===== src/rtl/pipe_stage_pkg.sv =====
// Shared definitions for the reusable pipeline stage register.
// State encoding doubles as {skid_valid, main_valid}.
package pipe_stage_pkg;

    localparam logic [1:0] EMPTY = 2'b00;
    localparam logic [1:0] FULL  = 2'b01;
    localparam logic [1:0] SKID  = 2'b11;

    localparam logic CTRL_NOP = 1'b0;

endpackage


===== src/rtl/sat_counter.sv =====
// Saturating up-counter with synchronous clear, used for bubble statistics.
module sat_counter #(
    parameter int WIDTH = 16
) (
    input  logic             clk,
    input  logic             rst_n,
    input  logic             inc,
    input  logic             clear,
    output logic [WIDTH-1:0] count
);

    logic [WIDTH-1:0] r_count;

    always_ff @(posedge clk or negedge rst_n) begin
        if (!rst_n) begin
            r_count <= '0;
        end else if (clear) begin
            r_count <= '0;
        end else if (inc && (r_count != {WIDTH{1'b1}})) begin
            r_count <= r_count + 1'b1;
        end
    end

    assign count = r_count;

endmodule


===== src/rtl/pipe_stage_reg.sv =====
// Generic pipeline stage latch with a two-entry skid buffer.
// Control is zeroed on empty slots so bubbles act as NOPs.
module pipe_stage_reg #(
    parameter int DATA_WIDTH       = 64,
    parameter int CTRL_WIDTH       = 8,
    parameter int BUBBLE_CNT_WIDTH = 16
) (
    input  logic                        clk,
    input  logic                        rst_n,
    input  logic                        in_valid,
    output logic                        in_ready,
    input  logic [DATA_WIDTH-1:0]       in_data,
    input  logic [CTRL_WIDTH-1:0]       in_ctrl,
    input  logic                        stall,
    input  logic                        flush,
    output logic                        out_valid,
    input  logic                        out_ready,
    output logic [DATA_WIDTH-1:0]       out_data,
    output logic [CTRL_WIDTH-1:0]       out_ctrl,
    output logic [BUBBLE_CNT_WIDTH-1:0] bubble_cnt
);

    import pipe_stage_pkg::*;

    localparam logic [CTRL_WIDTH-1:0] L_NOP = CTRL_WIDTH'(CTRL_NOP);

    logic [1:0]            r_state;
    logic [DATA_WIDTH-1:0] r_main_data;
    logic [CTRL_WIDTH-1:0] r_main_ctrl;
    logic [DATA_WIDTH-1:0] r_skid_data;
    logic [CTRL_WIDTH-1:0] r_skid_ctrl;

    logic w_main_valid;
    logic w_skid_valid;
    logic w_push;
    logic w_pop;
    logic w_bubble;

    assign w_main_valid = (r_state != EMPTY);
    assign w_skid_valid = (r_state == SKID);

    // Ready looks only at registered skid state, never at out_ready.
    assign in_ready = !w_skid_valid && !stall;
    assign w_push   = in_valid && in_ready;
    assign w_pop    = w_main_valid && out_ready;
    assign w_bubble = out_ready && !w_main_valid;

    always_ff @(posedge clk or negedge rst_n) begin
        if (!rst_n) begin
            r_state     <= EMPTY;
            r_main_data <= '0;
            r_main_ctrl <= '0;
            r_skid_data <= '0;
            r_skid_ctrl <= '0;
        end else if (flush) begin
            r_state     <= EMPTY;
            r_main_ctrl <= L_NOP;
            r_skid_ctrl <= L_NOP;
        end else begin
            unique case (r_state)
                EMPTY: begin
                    if (w_push) begin
                        r_main_data <= in_data;
                        r_main_ctrl <= in_ctrl;
                        r_state     <= FULL;
                    end
                end
                FULL: begin
                    if (w_push && w_pop) begin
                        r_main_data <= in_data;
                        r_main_ctrl <= in_ctrl;
                    end else if (w_push) begin
                        r_skid_data <= in_data;
                        r_skid_ctrl <= in_ctrl;
                        r_state     <= SKID;
                    end else if (w_pop) begin
                        r_main_ctrl <= L_NOP;
                        r_state     <= EMPTY;
                    end
                end
                SKID: begin
                    if (w_pop) begin
                        r_main_data <= r_skid_data;
                        r_main_ctrl <= r_skid_ctrl;
                        r_skid_ctrl <= L_NOP;
                        r_state     <= FULL;
                    end
                end
                default: begin
                    r_state     <= EMPTY;
                    r_main_ctrl <= L_NOP;
                    r_skid_ctrl <= L_NOP;
                end
            endcase
        end
    end

    assign out_valid = w_main_valid;
    assign out_data  = r_main_data;
    assign out_ctrl  = r_main_ctrl;

    sat_counter #(
        .WIDTH (BUBBLE_CNT_WIDTH)
    ) u_bubble_cnt (
        .clk   (clk),
        .rst_n (rst_n),
        .inc   (w_bubble),
        .clear (1'b0),
        .count (bubble_cnt)
    );

endmodule


===== config.mk =====
export PLATFORM = sky130hd
export DESIGN_NAME = pipe_stage_reg
export DESIGN_NICKNAME = d
export VERILOG_FILES = /design/src/rtl/pipe_stage_pkg.sv /design/src/rtl/sat_counter.sv /design/src/rtl/pipe_stage_reg.sv
export SDC_FILE = /design/constraint.sdc
export NUM_CORES = 1
export LEC_CHECK = 0
export ABC_AREA = 1
export ABC_CLOCK_PERIOD_IN_PS = 3970
export CORE_UTILIZATION = 55
export CTS_CLUSTER_SIZE = 20
export DETAILED_ROUTE_END_ITERATION = 10
export MAX_ROUTING_LAYER = met4
export PLACE_DENSITY = 0.86
export SETUP_SLACK_MARGIN = 0.1
export SLEW_MARGIN = 20
export SYNTH_ARGS = -nofsm -noshare
export SYNTH_HDL_FRONTEND = slang
export SYNTH_SLANG_ARGS = --single-unit

===== constraint.sdc =====
create_clock -name clk -period 3.97 [get_ports clk]
set_clock_uncertainty 0.05 [all_clocks]
set_input_delay 0.397 -clock clk [delete_from_list [all_inputs] [get_ports clk]]
set_output_delay 0.397 -clock clk [all_outputs]
set_load 0.005 [all_outputs]

==> run_results.csv, run 1 <==
group,metric,value,unit
pwr,p_int,0.00466,W
sta,fin_crit_sh,68.5,%
route,route.detailed.drc,0,
floorplanning,chipWidth,120,microns
pwr,power_leakage,4.90,nW
grt,grt_max_degree,129,
grt,use_met1,32.1,%
yosys,yosys.area_share.xor_xnor,0.908,%
place,dp_hpwl,11100,microns
yosys,netlist-cell-type-count,30,
clock_tree,holdBufCountCts,0,
layout,stdcell_area,9960,sq um
clock_tree,cts_tree,"done",
worst_setup_path,reg2reg_depth,8,
pwr,vdd_ir_drop_max,0.000444,V
grt,met2_usage,38.7,%
yosys,ys_warn_count,0,
pwr,p_per_area,685,nW/um^2
route,vias,6452,
sta,final-setup-viol-count,0,
route,wl,17100,microns
pwr,p_seq_share,41.0,%
worst_setup_path,r2r_slack,1.25,ns
outcome,violations,"hold timing",
floorplanning,core_area,13500,sq um
sta,period_needed,2.72,ns
clock_tree,numCtsBuffers,17,
place,gp_congestion,0.848,
yosys,synthAdderAreaFrac,0.811,%
clock_tree,clk_latency,0.42,ns
pwr,switching_share,31.7,%
yosys,synth_top_family_by_area,"simple AND/OR/NAND/NOR gates",
sta,fmax,368,MHz
route,drtIter0Drc,446,
sta,hold_violations,26,
worst_setup_path,reg2reg_from,"r_state[0]$_DFFE_PN0P_",
worst_setup_path,worstPathRequired,4.21,ns
yosys,synth_compound_area_share,16.9,%
sta,fin_hold_ws,-0.0347,ns
sta,drv_slew,0,
layout,nets,1137,
pwr,combinationalPowerShare,33.6,%
sta,rsz0062_at_grt,"no",
route,ant_nets,0,
place,io_buffers,167,
floorplanning,initial_core_util,57.4,%
floorplanning,dieArea,14500,sq um
layout,finish.utilization,74.0,%
worst_setup_path,rr_endpoint,"out_data[60]$_DFFE_PN0P_",
sta,finalSetupTns,0,ns
grt,grt_pass1_wl,28100,microns
layout,fin_cells,1242,
grt,grt-ovfl-total,0,
yosys,syn_avg_cell_area,8.44,sq um
grt,grt_use_total,25.3,%
clock_tree,htree_levels,4,
yosys,ys_ff_latch,162,
worst_setup_path,endpoint_kind,"register",
yosys,yosys.area_share.simple,20.1,%
grt,grt_pass1_vias,6044,
sta,tightest_slew,0.849,ns
sta,slew_headroom,43.0,%
pwr,p_switching,0.00216,W
route,wl_per_cell,13.8,microns
yosys,syn_area,7720,sq um
yosys,syn_nets,997,
clock_tree,post_cts_buffers,0,
yosys,synthCells,914,
route,via_per_inst,5.19,
clock_tree,cts_resized,0,
worst_hold_path,hp-class,"in2async",
layout,fillers,971,
grt,antenna_found_initial,0,
place,place_area,9330,sq um
layout,layout_commonest_cell,"nand2_1",
floorplanning,rows,42,
yosys,ys_seq_area_share,52.5,%
layout,antenna_cells,0,
worst_setup_path,worstSetupStartpointType,"register",
clock_tree,cts.path.max_buffers,2,
grt,grt_busiest_layer,"met2",
floorplanning,die-height,120,microns
worst_setup_path,path_max_fanout,86,
pwr,p_clk_share,25.4,%
worst_setup_path,crit_arrival,2.96,ns
clock_tree,path_clk_slew,0.06,ns
outcome,status,"complete, but fails checks",
layout,syn_to_final_growth,29.1,%
place,dp_cells,1211,
layout,drive_gt1_share,8.72,%
grt,grtUsageMet3,6.56,%
flow_run,drv_cap,0,
layout,final_cell_mix,"301 x nand2_1, 166 x clkdlybuf4s50_1, 162 x dfrtp_1, 91 x o21ai_0, 82 x inv_1",
worst_setup_path,critPathKind,"reg2reg",
yosys,synth.area.mux_share,0,%
clock_tree,root_buffer,"clkbuf_16",
clock_tree,cts.sinks,162,
floorplanning,boundaryPins,168,
route,firstDrtPassIters,6,
metal layers:
layer | routed length (microns) | vias up
met4 | 505 | 0
met5 | 0 | -
li1 | - | 3200
met3 | 1130 | 34
met2 | 8150 | 222
met1 | 7320 | 2996
power groups by stage:
| stage | Clock, W | Combinational, W | Sequential [W] |
|---|---|---|---|
| 6_report | 0.00173 | 0.00229 | 0.00279 |
| 3_5_place_dp | 0 | 0.00230 | 0.00280 |
| 5_1_grt | 0.00182 | 0.00255 | 0.00288 |
| 4_1_cts | 0.00175 | 0.00232 | 0.00279 |
| 3_3_place_gp | 0 | 0.00221 | 0.00277 |
| 2_1_floorplan | 0 | 0.00125 | 0.00275 |
cell families (layout without fill, tap and decap cells):
kind of cell | count (synthesis) | after routing
simple gates | 381 | 381
compound gates | 221 | 221
xor+xnor | 8 | 8
fa+ha+maj | 5 | 5
buf+inv | 137 | 289
flops | 162 | 162
cell usage after synthesis:
cell | count | share of area, %
o21ai_2 | 40 | 4.5
a22o_1 | 7 | 0.79
buf_1 | 2 | 0.097
nand2_2 | 4 | 0.32
buf_2 | 25 | 1.6
o22ai_1 | 1 | 0.081
inv_2 | 3 | 0.15
nor2_4 | 3 | 0.44
dfrtp_1 | 162 | 53
nand3b_1 | 1 | 0.097
ha_1 | 5 | 0.81
a21oi_2 | 2 | 0.23
nor2_1 | 29 | 1.4
nand3_2 | 1 | 0.13
nand3_4 | 1 | 0.23
clkbuf_1 | 6 | 0.29
buf_6 | 16 | 2.3
nand2_4 | 1 | 0.15
inv_1 | 82 | 4.0
nand2_1 | 301 | 15
nor2_2 | 1 | 0.081
xor2_1 | 7 | 0.79
o21ai_0 | 91 | 5.9
nor3_1 | 8 | 0.52
buf_4 | 3 | 0.29
a21boi_4 | 1 | 0.24
nand4_1 | 2 | 0.16
xnor2_1 | 1 | 0.11
nand3_1 | 29 | 1.9
o21ai_1 | 79 | 5.1
through the flow:
step / worst slack (ns) / power (W)
3_5_place_dp: 1.16 / 0.00509
3_3_place_gp: 1.21 / 0.00499
6_report: 1.25 / 0.00682
2_1_floorplan: 2.31 / 0.00400
4_1_cts: 1.28 / 0.00686
5_1_grt: 1.07 / 0.00725
worst max-delay path by stage:
stage / startpoint / cells after the start / slack, ns / end
2_1_floorplan: r_state[0]$_DFFE_PN0P_ / 9 / 2.31 / out_data[28]$_DFFE_PN0P_
3_3_place_gp: flush / 8 / 1.21 / out_data[8]$_DFFE_PN0P_
3_5_place_dp: flush / 8 / 1.16 / out_data[7]$_DFFE_PN0P_
4_1_cts: r_state[0]$_DFFE_PN0P_ / 8 / 1.28 / out_data[21]$_DFFE_PN0P_
5_1_grt: r_state[0]$_DFFE_PN0P_ / 8 / 1.07 / out_data[12]$_DFFE_PN0P_
6_report: r_state[0]$_DFFE_PN0P_ / 8 / 1.25 / out_data[60]$_DFFE_PN0P_
critical path: stages (launching register included):
cell and delay (ns):
dfrtp_1 0.41, ha_1 0.40, nor2_4 0.21, nand2_2 0.20, o21ai_2 0.22, nand3_4 0.44, buf_12 0.42, nand2_1 0.11
o21ai_1 0.07
flip-flops by register name, summed over array words and instances (netlist names):
signal,cells
out_data,64
r_skid_data,64
u_bubble_cnt.count,16
out_ctrl,8
r_skid_ctrl,8
r_state,2
cell type report:
| type | count | area, sq um | area share, % |
|---|---|---|---|
| Sequential cell | 162 | 4050 | 40.7 |
| Clock inverter | 9 | 153 | 1.53 |
| Clock buffer | 22 | 474 | 4.76 |
| Tap cell | 176 | 220 | 2.21 |
| Multi-Input combinational cell | 615 | 2990 | 30.0 |
| Timing Repair Buffer | 173 | 1750 | 17.5 |
| Inverter | 85 | 320 | 3.22 |
(Power assumes the default switching activity.)
==> inputs of run 2 (changes only) <==
ABC_CLOCK_PERIOD_IN_PS = 2400   (was 3970)
CORE_UTILIZATION = 46   (was 55)
PLACE_DENSITY = 0.76   (was 0.86)
clock period = 2.4 ns   (was 3.97 ns; I/O delays follow)
==> run 2 against run 1 <==
- largest power group unchanged
- clock power is 59% higher
- combinational power rose by 68%
- critical path depth is 5 lower
- worst hold slack improved by 0.36 ns
- setup slack worse by 0.93 ns
- wire length increased by 1.5%
- the flow now finishes without violations
- non-clock buffer count rose by 15
- first-iteration DRC count fell by 29%
- critical endpoint is now in_ready
- sequential power increased by 66%
- via count fell by 1.2%
- total power up 65%
- largest cell class unchanged
==> run_results.csv, run 2 (synthesized netlist as in run 1, its figures left out) <==
group,metric,value,unit
outcome,status,"finished, final reports clean",
floorplanning,dieArea,17300,sq um
layout,final_cell_mix,"301 x nand2_1, 166 x clkdlybuf4s50_1, 162 x dfrtp_1, 91 x o21ai_0, 82 x inv_1",
worst_setup_path,startpoint,"r_state[0]$_DFFE_PN0P_",
layout,nets,1152,
route,wl_per_cell,13.4,microns
clock_tree,numCtsBuffers,17,
clock_tree,holdBufCountCts,1,
grt,grtUsageMet3,4.24,%
layout,multi_input_area,2990,sq um
grt,grt_pass1_vias,5940,
sta,finalSetupTns,0,ns
worst_setup_path,path_max_fanout,4,
floorplanning,die-height,132,microns
sta,drv_slew,0,
grt,grt_busiest_layer,"met2",
sta,tightest_slew,0.653,ns
clock_tree,clk_latency,0.42,ns
place,dp_hpwl,12000,microns
worst_setup_path,cp_cell_sequence,"ha_1 -> nor2_4 -> clkdlybuf4s50_1",
worst_setup_path,worstPathRequired,2.11,ns
worst_setup_path,critPathTopFamily,"buffers and inverters",
grt,antenna_found_initial,0,
grt,use_met1,28.2,%
floorplanning,boundaryPins,168,
grt,grt_max_degree,97,
place,place_area,9560,sq um
route,via_per_inst,4.91,
layout,layout_commonest_cell,"nand2_1",
clock_tree,post_cts_buffers,0,
route,firstDrtPassIters,4,
floorplanning,chipWidth,132,microns
sta,final-setup-viol-count,0,
pwr,power_leakage,4.99,nW
sta,slew_headroom,56.5,%
layout,stdcell_area,10200,sq um
worst_setup_path,critPathBufInv,1,
place,io_buffers,167,
worst_setup_path,slowest_delay,0.52,ns
worst_setup_path,crit_arrival,1.79,ns
grt,met2_usage,32.4,%
clock_tree,path_clk_slew,0.07,ns
route,route.detailed.drc,0,
worst_setup_path,reg2reg_from,"r_state[0]$_DFFE_PN0P_",
sta,fmax,480,MHz
worst_setup_path,worstSetupEndpoint,"in_ready",
route,drtIter0Drc,316,
layout,regArea,4050,sq um
pwr,p_per_area,1100,nW/um^2
sta,rsz0062_at_grt,"no",
clock_tree,htree_levels,4,
clock_tree,cts_resized,0,
worst_setup_path,reg2reg_depth,8,
sta,hold_violations,0,
worst_setup_path,worstSetupStartpointType,"register",
worst_setup_path,slowest_stage,"clkdlybuf4s50_1",
flow_run,drv_cap,0,
layout,drive_gt1_share,10.1,%
grt,grt_pass1_wl,29100,microns
clock_tree,root_buffer,"clkbuf_16",
clock_tree,cts.path.max_buffers,2,
clock_tree,cts_tree,"done",
grt,grt-ovfl-total,0,
layout,syn_to_final_growth,31.8,%
worst_hold_path,hp-class,"in2reg",
route,ant_nets,0,
sta,period_needed,2.08,ns
place,pre_cts_ws,0.355,ns
pwr,vdd_ir_drop_max,0.000544,V
place,gp_congestion,0.890,
floorplanning,core_area,16100,sq um
worst_setup_path,critPathKind,"reg2out",
route,vias,6377,
worst_setup_path,endpoint_kind,"output pin",
layout,fillers,1338,
sta,finalWorstSetupSlack,0.318,ns
clock_tree,cts.sinks,162,
worst_setup_path,rr_endpoint,"out_data[18]$_DFFE_PN0P_",
worst_setup_path,r2r_slack,0.38,ns
worst_setup_path,cp.depth,3,
grt,grt_use_total,21.4,%
sta,fin_crit_sh,86.7,%
floorplanning,rows,46,
floorplanning,initial_core_util,47.9,%
route,wl,17400,microns
run 2: changes by cell type in the layout (fill, tap and decap cells not counted):
cell	delta
clkinv_4	+3
diode_2	+1
clkbuf_8	-3
clkinv_2	-2
buf_4	+9
clkbuf_1	-1
inv_6	+2
inv_8	+4
bufinv_16	-2
buf_6	-1
dlygate4sd3_1	+1
buf_12	+6
run 2: worst min path at each step:
stage | start | to | slack [ns] | cells past startpoint
final | in_data[52] | r_skid_data[52]$_DFFE_PN0P_ | 0.32 | 3
after global placement | rst_n | u_bubble_cnt.count[15]$_DFFE_PN0P_ | 0.23 | 1
after CTS | in_data[52] | r_skid_data[52]$_DFFE_PN0P_ | 0.31 | 3
after global routing | in_data[52] | r_skid_data[52]$_DFFE_PN0P_ | 0.33 | 3
after detailed placement | rst_n | u_bubble_cnt.count[15]$_DFFE_PN0P_ | 0.24 | 1
after floorplan | rst_n | out_ctrl[0]$_DFFE_PN0P_ | -0.11 | 0
run 2: final cells by class:
class,instances,area share (%)
clock inverter,14,1.68
clock buffer,18,4.22
timing repair buffer,188,19.0
tap,216,2.66
multi-input combinational,615,29.4
sequential,162,39.8
antenna,1,0.0246
inverter,85,3.15
run 2: layer usage:
metal / vias up / share of wire, %
li1: 3251 / -
met1: 2927 / 47
met2: 174 / 46
met3: 25 / 4.9
met4: 0 / 2.1
met5: - / 0
run 2: worst reg2reg max path, stage by stage, from the launching register on:
cell and delay (ns):
dfrtp_1 0.42, ha_1 0.28, nor2_4 0.16, nand2_2 0.21, o21ai_2 0.23, nand3_4 0.14
buf_12 0.23, nand2_1 0.13, o21ai_2 0.06
run 2: power by group:
group | internal [W] | switching (W) | leakage (nW)
clock network | 0.00158 | 0.00118 | 0.297
logic | 0.00205 | 0.00180 | 2.63
registers | 0.00392 | 0.000702 | 2.06
total | 0.00755 | 0.00368 | 4.99
run 2: metrics by stage:
stage	total power, W	utilization (%)	hold WS, ns	cells
after detailed placement	0.00854	59.3	0.236	1265
after floorplan	0.00662	-	-0.106	914
final	0.0112	63.1	0.324	1299
after global placement	0.00841	59.3	0.225	1265
after global routing	0.0120	63.1	0.328	1298
after CTS	0.0113	63.1	0.311	1298
